`src/rtl/rat_recovery_ctrl_if.sv`:
```
// Bundle of the flush request, ROB read port and RAT restore signals around the recovery controller.
// slave is the controller's view; master is the surrounding commit/ROB/RAT view.
interface rat_recovery_ctrl_if #(
    parameter int PHY_REG_ID_WIDTH = 6,
    parameter int ROB_ID_WIDTH     = 5
);
    logic                        flush_req;
    logic                        flush_req_ready;
    logic [ROB_ID_WIDTH-1:0]     flush_rob_id;
    logic [ROB_ID_WIDTH-1:0]     flush_rob_tail_id;
    logic                        flush_rob_full;
    logic                        busy;
    logic                        flush_ack;
    logic [ROB_ID_WIDTH-1:0]     rctrl_rob_read_id;
    logic                        rctrl_rob_read_valid;
    logic                        rob_rctrl_has_dst;
    logic [PHY_REG_ID_WIDTH-1:0] rob_rctrl_new_phy_id;
    logic [PHY_REG_ID_WIDTH-1:0] rob_rctrl_old_phy_id;
    logic                        commit_rat_restore_map;
    logic [PHY_REG_ID_WIDTH-1:0] commit_rat_restore_new_phy_id;
    logic [PHY_REG_ID_WIDTH-1:0] commit_rat_restore_old_phy_id;
    logic [1:0]                  state_dbg;

    // Handshake: a flush is taken on any clock edge where flush_req && flush_req_ready;
    // a request seen while not ready is dropped, never queued. flush_ack pulses once per accepted flush.
    modport slave (
        input  flush_req, flush_rob_id, flush_rob_tail_id, flush_rob_full,
        input  rob_rctrl_has_dst, rob_rctrl_new_phy_id, rob_rctrl_old_phy_id,
        output flush_req_ready, busy, flush_ack,
        output rctrl_rob_read_id, rctrl_rob_read_valid,
        output commit_rat_restore_map, commit_rat_restore_new_phy_id, commit_rat_restore_old_phy_id,
        output state_dbg
    );

    modport master (
        output flush_req, flush_rob_id, flush_rob_tail_id, flush_rob_full,
        output rob_rctrl_has_dst, rob_rctrl_new_phy_id, rob_rctrl_old_phy_id,
        input  flush_req_ready, busy, flush_ack,
        input  rctrl_rob_read_id, rctrl_rob_read_valid,
        input  commit_rat_restore_map, commit_rat_restore_new_phy_id, commit_rat_restore_old_phy_id,
        input  state_dbg
    );
endinterface

```
`src/rtl/rat_recovery_ctrl.sv`:
```
// RAT rollback sequencer: walks squashed ROB entries youngest-to-oldest, one per cycle,
// and turns each returned entry into a restore_map on the RAT while holding rename stalled.
module rat_recovery_ctrl #(
    parameter int PHY_REG_ID_WIDTH = 6,
    parameter int ROB_ID_WIDTH     = 5
) (
    input logic               clk,
    input logic               rst,
    rat_recovery_ctrl_if.slave rr
);

    typedef enum logic [1:0] {
        S_IDLE  = 2'd0,
        S_WALK  = 2'd1,
        S_DRAIN = 2'd2,
        S_DONE  = 2'd3
    } state_t;

    localparam logic [ROB_ID_WIDTH:0] CNT_ONE  = (ROB_ID_WIDTH+1)'(1);
    localparam logic [ROB_ID_WIDTH:0] CNT_FULL = {1'b1, {ROB_ID_WIDTH{1'b0}}};

    state_t                  state;
    logic [ROB_ID_WIDTH-1:0] ptr;
    logic [ROB_ID_WIDTH:0]   remaining;
    logic                    read_valid_q;
    logic                    rd_pending;
    logic                    ack_q;

    logic [ROB_ID_WIDTH-1:0] span;
    logic [ROB_ID_WIDTH:0]   walk_cnt;
    logic                    accept;
    logic                    restore;

    // tail == oldest squashed id means either nothing to undo or the whole ROB; full picks which.
    always_comb begin
        span     = rr.flush_rob_tail_id - rr.flush_rob_id;
        walk_cnt = {1'b0, span};
        if ((span == '0) && rr.flush_rob_full) begin
            walk_cnt = CNT_FULL;
        end
    end

    assign accept = rr.flush_req && (state == S_IDLE);

    always_ff @(posedge clk) begin
        if (rst) begin
            state        <= S_IDLE;
            ptr          <= '0;
            remaining    <= '0;
            read_valid_q <= 1'b0;
            rd_pending   <= 1'b0;
            ack_q        <= 1'b0;
        end else begin
            rd_pending <= read_valid_q;
            ack_q      <= 1'b0;
            case (state)
                S_IDLE: begin
                    if (accept) begin
                        remaining <= walk_cnt;
                        if (walk_cnt != '0) begin
                            state        <= S_WALK;
                            ptr          <= rr.flush_rob_tail_id - 1'b1;
                            read_valid_q <= 1'b1;
                        end else begin
                            state <= S_DONE;
                            ack_q <= 1'b1;
                        end
                    end
                end
                // ptr/remaining describe the read on the bus this cycle; advance to the next older entry.
                S_WALK: begin
                    remaining <= remaining - CNT_ONE;
                    if (remaining == CNT_ONE) begin
                        state        <= S_DRAIN;
                        read_valid_q <= 1'b0;
                    end else begin
                        ptr <= ptr - 1'b1;
                    end
                end
                S_DRAIN: begin
                    state <= S_DONE;
                    ack_q <= 1'b1;
                end
                S_DONE: begin
                    state <= S_IDLE;
                end
                default: begin
                    state <= S_IDLE;
                end
            endcase
        end
    end

    // Entry without a real destination (no dst, or the hardwired-zero reg) consumes its slot silently.
    assign restore = rd_pending && rr.rob_rctrl_has_dst && (rr.rob_rctrl_new_phy_id != '0);

    assign rr.commit_rat_restore_map        = restore;
    assign rr.commit_rat_restore_new_phy_id = restore ? rr.rob_rctrl_new_phy_id : '0;
    assign rr.commit_rat_restore_old_phy_id = restore ? rr.rob_rctrl_old_phy_id : '0;

    assign rr.busy                 = (state != S_IDLE);
    assign rr.flush_req_ready      = (state == S_IDLE);
    assign rr.flush_ack            = ack_q;
    assign rr.rctrl_rob_read_valid = read_valid_q;
    assign rr.rctrl_rob_read_id    = ptr;
    assign rr.state_dbg            = state;

    a_read_only_in_walk: assert property (@(posedge clk) disable iff (rst)
        read_valid_q == (state == S_WALK));

    a_walk_has_work: assert property (@(posedge clk) disable iff (rst)
        (state == S_WALK) |-> (remaining != '0));

    a_ack_only_in_done: assert property (@(posedge clk) disable iff (rst)
        ack_q == (state == S_DONE));

endmodule
```
`src/flat_wrapper.sv`:
```
// flat-port wrapper written by rule: the top's interface ports become plain ports
module rat_recovery_ctrl_flat 
#(
    parameter int PHY_REG_ID_WIDTH = 6,
    parameter int ROB_ID_WIDTH     = 5
)
  (clk, rst, rr_flush_req, rr_flush_rob_id, rr_flush_rob_tail_id, rr_flush_rob_full, rr_rob_rctrl_has_dst, rr_rob_rctrl_new_phy_id, rr_rob_rctrl_old_phy_id, rr_flush_req_ready, rr_busy, rr_flush_ack, rr_rctrl_rob_read_id, rr_rctrl_rob_read_valid, rr_commit_rat_restore_map, rr_commit_rat_restore_new_phy_id, rr_commit_rat_restore_old_phy_id, rr_state_dbg);
  rat_recovery_ctrl_if #(.PHY_REG_ID_WIDTH(PHY_REG_ID_WIDTH), .ROB_ID_WIDTH(ROB_ID_WIDTH)) rr_i ();
  input logic clk;
  input logic rst;
  input wire logic [$bits(rr_i.flush_req)-1:0] rr_flush_req;
  input wire logic [$bits(rr_i.flush_rob_id)-1:0] rr_flush_rob_id;
  input wire logic [$bits(rr_i.flush_rob_tail_id)-1:0] rr_flush_rob_tail_id;
  input wire logic [$bits(rr_i.flush_rob_full)-1:0] rr_flush_rob_full;
  input wire logic [$bits(rr_i.rob_rctrl_has_dst)-1:0] rr_rob_rctrl_has_dst;
  input wire logic [$bits(rr_i.rob_rctrl_new_phy_id)-1:0] rr_rob_rctrl_new_phy_id;
  input wire logic [$bits(rr_i.rob_rctrl_old_phy_id)-1:0] rr_rob_rctrl_old_phy_id;
  output wire logic [$bits(rr_i.flush_req_ready)-1:0] rr_flush_req_ready;
  output wire logic [$bits(rr_i.busy)-1:0] rr_busy;
  output wire logic [$bits(rr_i.flush_ack)-1:0] rr_flush_ack;
  output wire logic [$bits(rr_i.rctrl_rob_read_id)-1:0] rr_rctrl_rob_read_id;
  output wire logic [$bits(rr_i.rctrl_rob_read_valid)-1:0] rr_rctrl_rob_read_valid;
  output wire logic [$bits(rr_i.commit_rat_restore_map)-1:0] rr_commit_rat_restore_map;
  output wire logic [$bits(rr_i.commit_rat_restore_new_phy_id)-1:0] rr_commit_rat_restore_new_phy_id;
  output wire logic [$bits(rr_i.commit_rat_restore_old_phy_id)-1:0] rr_commit_rat_restore_old_phy_id;
  output wire logic [$bits(rr_i.state_dbg)-1:0] rr_state_dbg;
  assign rr_i.flush_req = rr_flush_req;
  assign rr_i.flush_rob_id = rr_flush_rob_id;
  assign rr_i.flush_rob_tail_id = rr_flush_rob_tail_id;
  assign rr_i.flush_rob_full = rr_flush_rob_full;
  assign rr_i.rob_rctrl_has_dst = rr_rob_rctrl_has_dst;
  assign rr_i.rob_rctrl_new_phy_id = rr_rob_rctrl_new_phy_id;
  assign rr_i.rob_rctrl_old_phy_id = rr_rob_rctrl_old_phy_id;
  assign rr_flush_req_ready = rr_i.flush_req_ready;
  assign rr_busy = rr_i.busy;
  assign rr_flush_ack = rr_i.flush_ack;
  assign rr_rctrl_rob_read_id = rr_i.rctrl_rob_read_id;
  assign rr_rctrl_rob_read_valid = rr_i.rctrl_rob_read_valid;
  assign rr_commit_rat_restore_map = rr_i.commit_rat_restore_map;
  assign rr_commit_rat_restore_new_phy_id = rr_i.commit_rat_restore_new_phy_id;
  assign rr_commit_rat_restore_old_phy_id = rr_i.commit_rat_restore_old_phy_id;
  assign rr_state_dbg = rr_i.state_dbg;
  rat_recovery_ctrl #(.PHY_REG_ID_WIDTH(PHY_REG_ID_WIDTH), .ROB_ID_WIDTH(ROB_ID_WIDTH)) u_core (.clk(clk), .rst(rst), .rr(rr_i));
endmodule
```
`config.mk`:
```
export PLATFORM = sky130hd
export DESIGN_NAME = rat_recovery_ctrl_flat
export DESIGN_NICKNAME = d
export VERILOG_FILES = /design/src/rtl/rat_recovery_ctrl_if.sv /design/src/rtl/rat_recovery_ctrl.sv /design/src/flat_wrapper.sv
export SDC_FILE = /design/constraint.sdc
export NUM_CORES = 1
export LEC_CHECK = 0
export BUFFER_PORTS_ARGS = -buffer_cell sky130_fd_sc_hd__buf_2
export CORE_UTILIZATION = 53
export DETAILED_ROUTE_END_ITERATION = 16
export PLACE_DENSITY = 0.87
export SLEW_MARGIN = 10
export SYNTH_ARGS = -nofsm -noshare
export SYNTH_HDL_FRONTEND = slang
export SYNTH_SLANG_ARGS = --single-unit
```
`constraint.sdc`:
```
create_clock -name clk -period 7 [get_ports clk]
set_input_delay 1.05 -clock clk [delete_from_list [all_inputs] [get_ports clk]]
set_output_delay 1.05 -clock clk [all_outputs]
set_load 0.02 [all_outputs]
```
==> flow_summary.json, run 1 <==
{
  "placement.cell_area_um2": 1620,
  "max_freq_mhz": 293,
  "clkTransAtPathRegs_ps": 100,
  "via_per_inst": 5.78,
  "path_buf_inv": 2,
  "grt_pass1_wl_um": 5110,
  "via_count": 1452,
  "synth_edf_count": 0,
  "end_kind": "output pin",
  "cts-resized-gates": 0,
  "stdcell_area_um2": 1650,
  "syn_to_final_growth_pct": 21.1,
  "max-cap-violations": 0,
  "rsz0062_at_grt": "no",
  "postCtsSetupBuffers": 0,
  "place.gp.congestion": 0.845,
  "tritoncts": "built",
  "drive_above_1_share": 0.290,
  "core-area_um2": 2450,
  "slew_headroom": 0.405,
  "numClockSinks": 16,
  "chipWidth_um": 52.8,
  "drt_wl_total_um": 3230,
  "drtAntennaViolNets": 0,
  "seq_area_um2": 320,
  "synth_most_common_cell": "dfxtp_1",
  "dpl.hpwl_um": 2500,
  "first_pass_iters": 4,
  "slowest_stage": "or4_1",
  "cellLeakagePower_nw": 0.816,
  "ys_top_cells_by_area": "dfxtp_1 (23%), ha_1 (9.2%), nand2_1 (4.1%)",
  "setup_viol": 0,
  "final_hold_viol_count": 0,
  "min_period_ps": 3410,
  "critPathMaxFanout": 7,
  "drtIter0Drc": 41,
  "synth.distinct_cells": 50,
  "die_y_um": 52.8,
  "hp-class": "reg2reg",
  "grt_max_degree": 26,
  "cpPeakStageDelay_ps": 520,
  "syn_avg_cell_area_um2": 7.85,
  "antenna_found_initial": 0,
  "fillers": 231,
  "port_buffers": 50,
  "htree_levels": 1,
  "row_count": 18,
  "fin_crit_sh": 0.487,
  "ioPinCount": 51,
  "num-nets-final": 260,
  "initial_utilization": 0.557,
  "critical_path.most_common_cell": "buf_2",
  "cts_hold_buf": 0,
  "synth_cells": 174,
  "clock-root-buffer": "clkbuf_4",
  "drc": 0,
  "design.die.area_um2": 2790,
  "crit_chain": "buf_2, or4_1, o311a_1, and2_1, buf_2",
  "peakVddDrop_mv": 0.258,
  "synth_top_cell_area_share": 0.234,
  "skew_ps": 1.68,
  "grt_overflow": 0,
  "synth_ff_type": "dfxtp_1",
  "drv_slew": 0,
  "syn_nets": 212,
  "num_antenna_cells": 0,
  "syn_area_um2": 1370,
  "cts_buffers": 3,
  "multi_input_area_um2": 957,
  "critical_path_class": "in2out",
  "yosys_warnings": 0,
  "yosys.area.top_type": "dfxtp_1",
  "cp-start-kind": "primary input",
  "tightestPinTransition_ps": 893,
  "cts.path.max_buffers": 2,
  "clk_latency_ps": 290,
  "grt_use_total": 0.249,
  "cp.arrival_ps": 2360,
  "status": "finished, final reports clean",
  "tns_ps": 0,
  "required_ps": 5950,
  "yosys-top-cells-count": "dfxtp_1 (16), nand2_1 (15), inv_1 (13), nor2_1 (13), o21ai_0 (11)",
  "hold_depth": 2,
  "grt_pass1_vias": 1221,
  "wire_per_inst_um": 12.9,
  "crit_family": "simple AND/OR/NAND/NOR gates",
  "power.density_nw_per_um2": 352,
  "fin_hold_ws_ps": 477,
  "synth_async_sr_flop_share": 0,
  "crit_cells": 5,
  "ff2ff_path_depth": 7,
  "yosysSeqAreaShare": 0.234,
  "synth-seq-cells": 16
}
[tightest hold or removal path, cell delays in order, from the launching register on]
cell	delay, ps
dfxtp_1	340
nand2_1	60
a21oi_1	50
[routing by layer]
| metal | vias to the layer above | wire length, um | track usage |
|---|---|---|---|
| met3 | 7 | 245 | 0.0290 |
| li1 | 728 | - | - |
| met2 | 69 | 1550 | 0.437 |
| met1 | 648 | 1390 | 0.302 |
| met4 | 0 | 46 | 0.105 |
| met5 | - | 0 | 0 |
[sequential cells by signal (all words and copies together), names as in the netlist]
name	flops
u_core.remaining	6
u_core.rr.rctrl_rob_read_id	5
u_core.rr.state_dbg	2
u_core.rd_pending	1
u_core.rr.flush_ack	1
u_core.rr.rctrl_rob_read_valid	1
[where the power goes]
group | internal [W] | total (W) | switching (W)
clock | 0.0000317 | 0.0000647 | 0.0000330
sequential | 0.000124 | 0.000156 | 0.0000316
combinational | 0.000140 | 0.000361 | 0.000221
total | 0.000296 | 0.000581 | 0.000286
[kinds of logic after synthesis]
| logic type | Yosys count | synth area share |
|---|---|---|
| and+or+nand+nor | 69 | 0.273 |
| AOI/OAI and AO/OA | 45 | 0.231 |
| buffers and inverters | 21 | 0.0650 |
| DFF | 16 | 0.234 |
| adders and majority gates | 11 | 0.106 |
| xor gates and xnor gates | 7 | 0.0504 |
| muxes | 5 | 0.0403 |
[final cells by class]
class,instances,area share
clock buffers,4,0.0219
well taps,30,0.0227
multi-input cells,137,0.579
repair buffers,50,0.151
flip-flops and latches,16,0.194
inverters,14,0.0318
[cell usage in the layout (no fill, tap or decap), types with 2 or more instances in the layout]
master,netlist,final
nor3b_1,2,2
a31oi_1,3,3
and2_1,6,6
o22ai_1,2,2
buf_2,2,50
a22oi_1,2,2
xnor2_1,4,4
nand2b_1,2,2
nand3_1,6,6
or4_1,5,5
nor2_1,13,13
o21ai_0,11,11
a311oi_1,2,2
dfxtp_1,16,16
xor2_1,2,2
and3_1,8,8
clkbuf_4,0,3
inv_1,13,13
nand2_1,15,15
a21oi_1,9,9
ha_1,10,10
mux2i_1,4,4
nor3_1,5,5
nor2b_1,2,2
[worst paths after layout]
path | startpoint | to | slack [ps]
setup / recovery | rr_rob_rctrl_new_phy_id[1] | rr_commit_rat_restore_old_phy_id[1] | 3590
hold / removal | u_core.remaining[1] | u_core.remaining[1] | 480
setup reg to reg | u_core.rr.state_dbg[1] | u_core.rr.rctrl_rob_read_id[1] | 4170
hold reg to reg | u_core.remaining[1] | u_core.remaining[1] | 480
[metrics by stage]
step / utilization / worst slack (ps) / instances / total power [W]
after CTS: 0.674 / 3580 / 251 / 0.000578
after floorplan: - / 3710 / 174 / 0.000431
after detailed placement: 0.659 / 3580 / 247 / 0.000515
after global placement: 0.659 / 3620 / 247 / 0.000507
final: 0.674 / 3590 / 251 / 0.000581
after global routing: 0.674 / 3530 / 251 / 0.000635
Note: power is estimated with default switching activity, not from simulation.
==> inputs of run 2 (changes only) <==
--- a/config.mk
+++ b/config.mk
@@ -6,9 +6,9 @@
 export NUM_CORES = 1
 export LEC_CHECK = 0
 export BUFFER_PORTS_ARGS = -buffer_cell sky130_fd_sc_hd__buf_2
-export CORE_UTILIZATION = 53
+export CORE_UTILIZATION = 49
 export DETAILED_ROUTE_END_ITERATION = 16
-export PLACE_DENSITY = 0.87
+export PLACE_DENSITY = 0.82
 export SLEW_MARGIN = 10
 export SYNTH_ARGS = -nofsm -noshare
 export SYNTH_HDL_FRONTEND = slang
==> constraint.sdc (replaced) <==
create_clock -name clk -period 3.2 [get_ports clk]
set_input_delay 0.48 -clock clk [delete_from_list [all_inputs] [get_ports clk]]
set_output_delay 0.48 -clock clk [all_outputs]
set_load 0.02 [all_outputs]
==> flow_summary.json, run 2 (same netlist as run 1, synthesis figures left out) <==
{
  "critPathMaxFanout": 23,
  "final_common_cell": "buf_2",
  "highest_layer": "met4",
  "wire_per_inst_um": 14.3,
  "clkTransAtPathRegs_ps": 110,
  "max_freq_mhz": 410,
  "tns_ps": 0,
  "final_cell_mix": "buf_2 (50), dfxtp_1 (16), nand2_1 (15), inv_1 (13), nor2_1 (13)",
  "row_count": 18,
  "fillers": 266,
  "port_buffers": 50,
  "peakVddDrop_mv": 0.529,
  "crit_family": "buffers and inverters",
  "slew_headroom": 0.562,
  "r2r_slack_ps": 760,
  "startpoint": "u_core.rr.state_dbg[1]",
  "numClockSinks": 16,
  "crit_chain": "inv_1, ha_1, buf_4, clkinv_1, nor2_1, a21oi_1, a211oi_2, mux2_4",
  "end_kind": "flop",
  "grt_max_degree": 24,
  "fin_crit_sh": 0.762,
  "multi_input_area_um2": 957,
  "hp-class": "reg2reg",
  "placement.cell_area_um2": 1630,
  "clock-root-buffer": "clkbuf_4",
  "cpPeakStageDelay_ps": 360,
  "cts-resized-gates": 0,
  "num-nets-final": 261,
  "htree_levels": 1,
  "min_period_ps": 2440,
  "stdcell_area_um2": 1650,
  "dp.cells": 248,
  "postCtsSetupBuffers": 0,
  "m1WireLength_um": 1550,
  "met2_wirelength_um": 1660,
  "ioPinCount": 51,
  "wl_met3_um": 322,
  "grt_overflow": 0,
  "clockPowerShare": 0.089,
  "combPwrFrac": 0.643,
  "stdcell_count": 251,
  "required_ps": 3400,
  "dpl_worst_slack_ps": 520,
  "cp.arrival_ps": 2640,
  "cp-start-kind": "flop",
  "cts_hold_buf": 0,
  "num_antenna_cells": 0,
  "die_y_um": 54.8,
  "final_core_util": 0.647,
  "rsz0062_at_grt": "no",
  "first_pass_iters": 4,
  "via_count": 1483,
  "clk_latency_ps": 300,
  "drv_slew": 0,
  "tritoncts": "built",
  "holdCritStartpoint": "u_core.remaining[1]",
  "p_sw_w": 0.000647,
  "status": "finished, final reports clean",
  "drt_wl_total_um": 3590,
  "seqPwrFrac": 0.268,
  "crit_cells": 8,
  "via_per_inst": 5.91,
  "endpoint": "u_core.rr.rctrl_rob_read_id[1]",
  "seq_area_um2": 320,
  "initial_utilization": 0.537,
  "cts.path.max_buffers": 2,
  "tightestPinTransition_ps": 657,
  "critical_path_class": "reg2reg",
  "internal_power_w": 0.000627,
  "top_register": "u_core.remaining",
  "chipWidth_um": 54.8,
  "skew_ps": 16.4,
  "syn_to_final_growth_pct": 20.6,
  "core-area_um2": 2540,
  "swShare": 0.508,
  "cts_buffers": 3,
  "drtIter0Drc": 30,
  "setup_viol": 0,
  "drive_above_1_share": 0.290,
  "dpl.hpwl_um": 2720,
  "place.gp.congestion": 0.867,
  "path_buf_inv": 3,
  "cellLeakagePower_nw": 0.814,
  "drtAntennaViolNets": 0,
  "largest_register_ffs": 6,
  "grt_use_total": 0.264,
  "r2r_end": "u_core.rr.rctrl_rob_read_id[1]",
  "grt_pass1_vias": 1274,
  "ff2ff_path_depth": 8,
  "postLayoutSetupSlackWorst_ps": 762,
  "final_hold_viol_count": 0,
  "max-cap-violations": 0,
  "slowest_stage": "dfxtp_1",
  "drc": 0,
  "hold_depth": 2,
  "timing.rr.start": "u_core.rr.state_dbg[1]",
  "power.density_nw_per_um2": 773,
  "grt_pass1_wl_um": 5550,
  "antenna_found_initial": 0,
  "design.die.area_um2": 3000
}
## run 2: cell type report
| cell class | instances | share of cell area |
|---|---|---|
| Clock buffer | 3 | 0.0137 |
| Timing Repair Buffer | 51 | 0.156 |
| Inverter | 14 | 0.0319 |
| Tap cell | 30 | 0.0228 |
| Multi-Input combinational cell | 137 | 0.581 |
| Sequential cell | 16 | 0.194 |
## run 2: metal layers
layer  vias to the layer above  track usage
met3                         6       0.0444
met4                         0        0.132
met2                        80        0.434
met5                         -            0
li1                        729            -
met1                       668        0.327
## run 2: through the flow
step / hold WS [ps] / power (W)
2_1_floorplan: 445 / 0.000942
5_1_grt: 504 / 0.00139
3_5_place_dp: 466 / 0.00115
4_1_cts: 478 / 0.00126
6_report: 477 / 0.00127
3_3_place_gp: 460 / 0.00114
## run 2: worst min path at each step
stage                          end  slack (ps)
4_1_cts        u_core.remaining[1]         480
6_report       u_core.remaining[1]         480
2_1_floorplan  u_core.remaining[1]         440
5_1_grt          u_core.rd_pending         500
3_3_place_gp   u_core.remaining[1]         460
3_5_place_dp   u_core.remaining[1]         470
## run 2: power by group through the flow
| stage | registers [W] | clock network (W) | logic [W] |
|---|---|---|---|
| after floorplan | 0.000378 | 0 | 0.000564 |
| after global placement | 0.000343 | 0 | 0.000799 |
| after CTS | 0.000339 | 0.000112 | 0.000811 |
| after global routing | 0.000353 | 0.000125 | 0.000909 |
| final | 0.000342 | 0.000113 | 0.000819 |
| after detailed placement | 0.000343 | 0 | 0.000805 |
## run 2: worst register-to-register path, delay by kind of cell (launching register included)
family                     cells  cell delay, ps
buffers and inverters          3             680
and+or+nand+nor                1             230
DFF                            1             360
AOI/OAI and AO/OA              2             500
adders and majority gates      1             260
muxes                          1             320
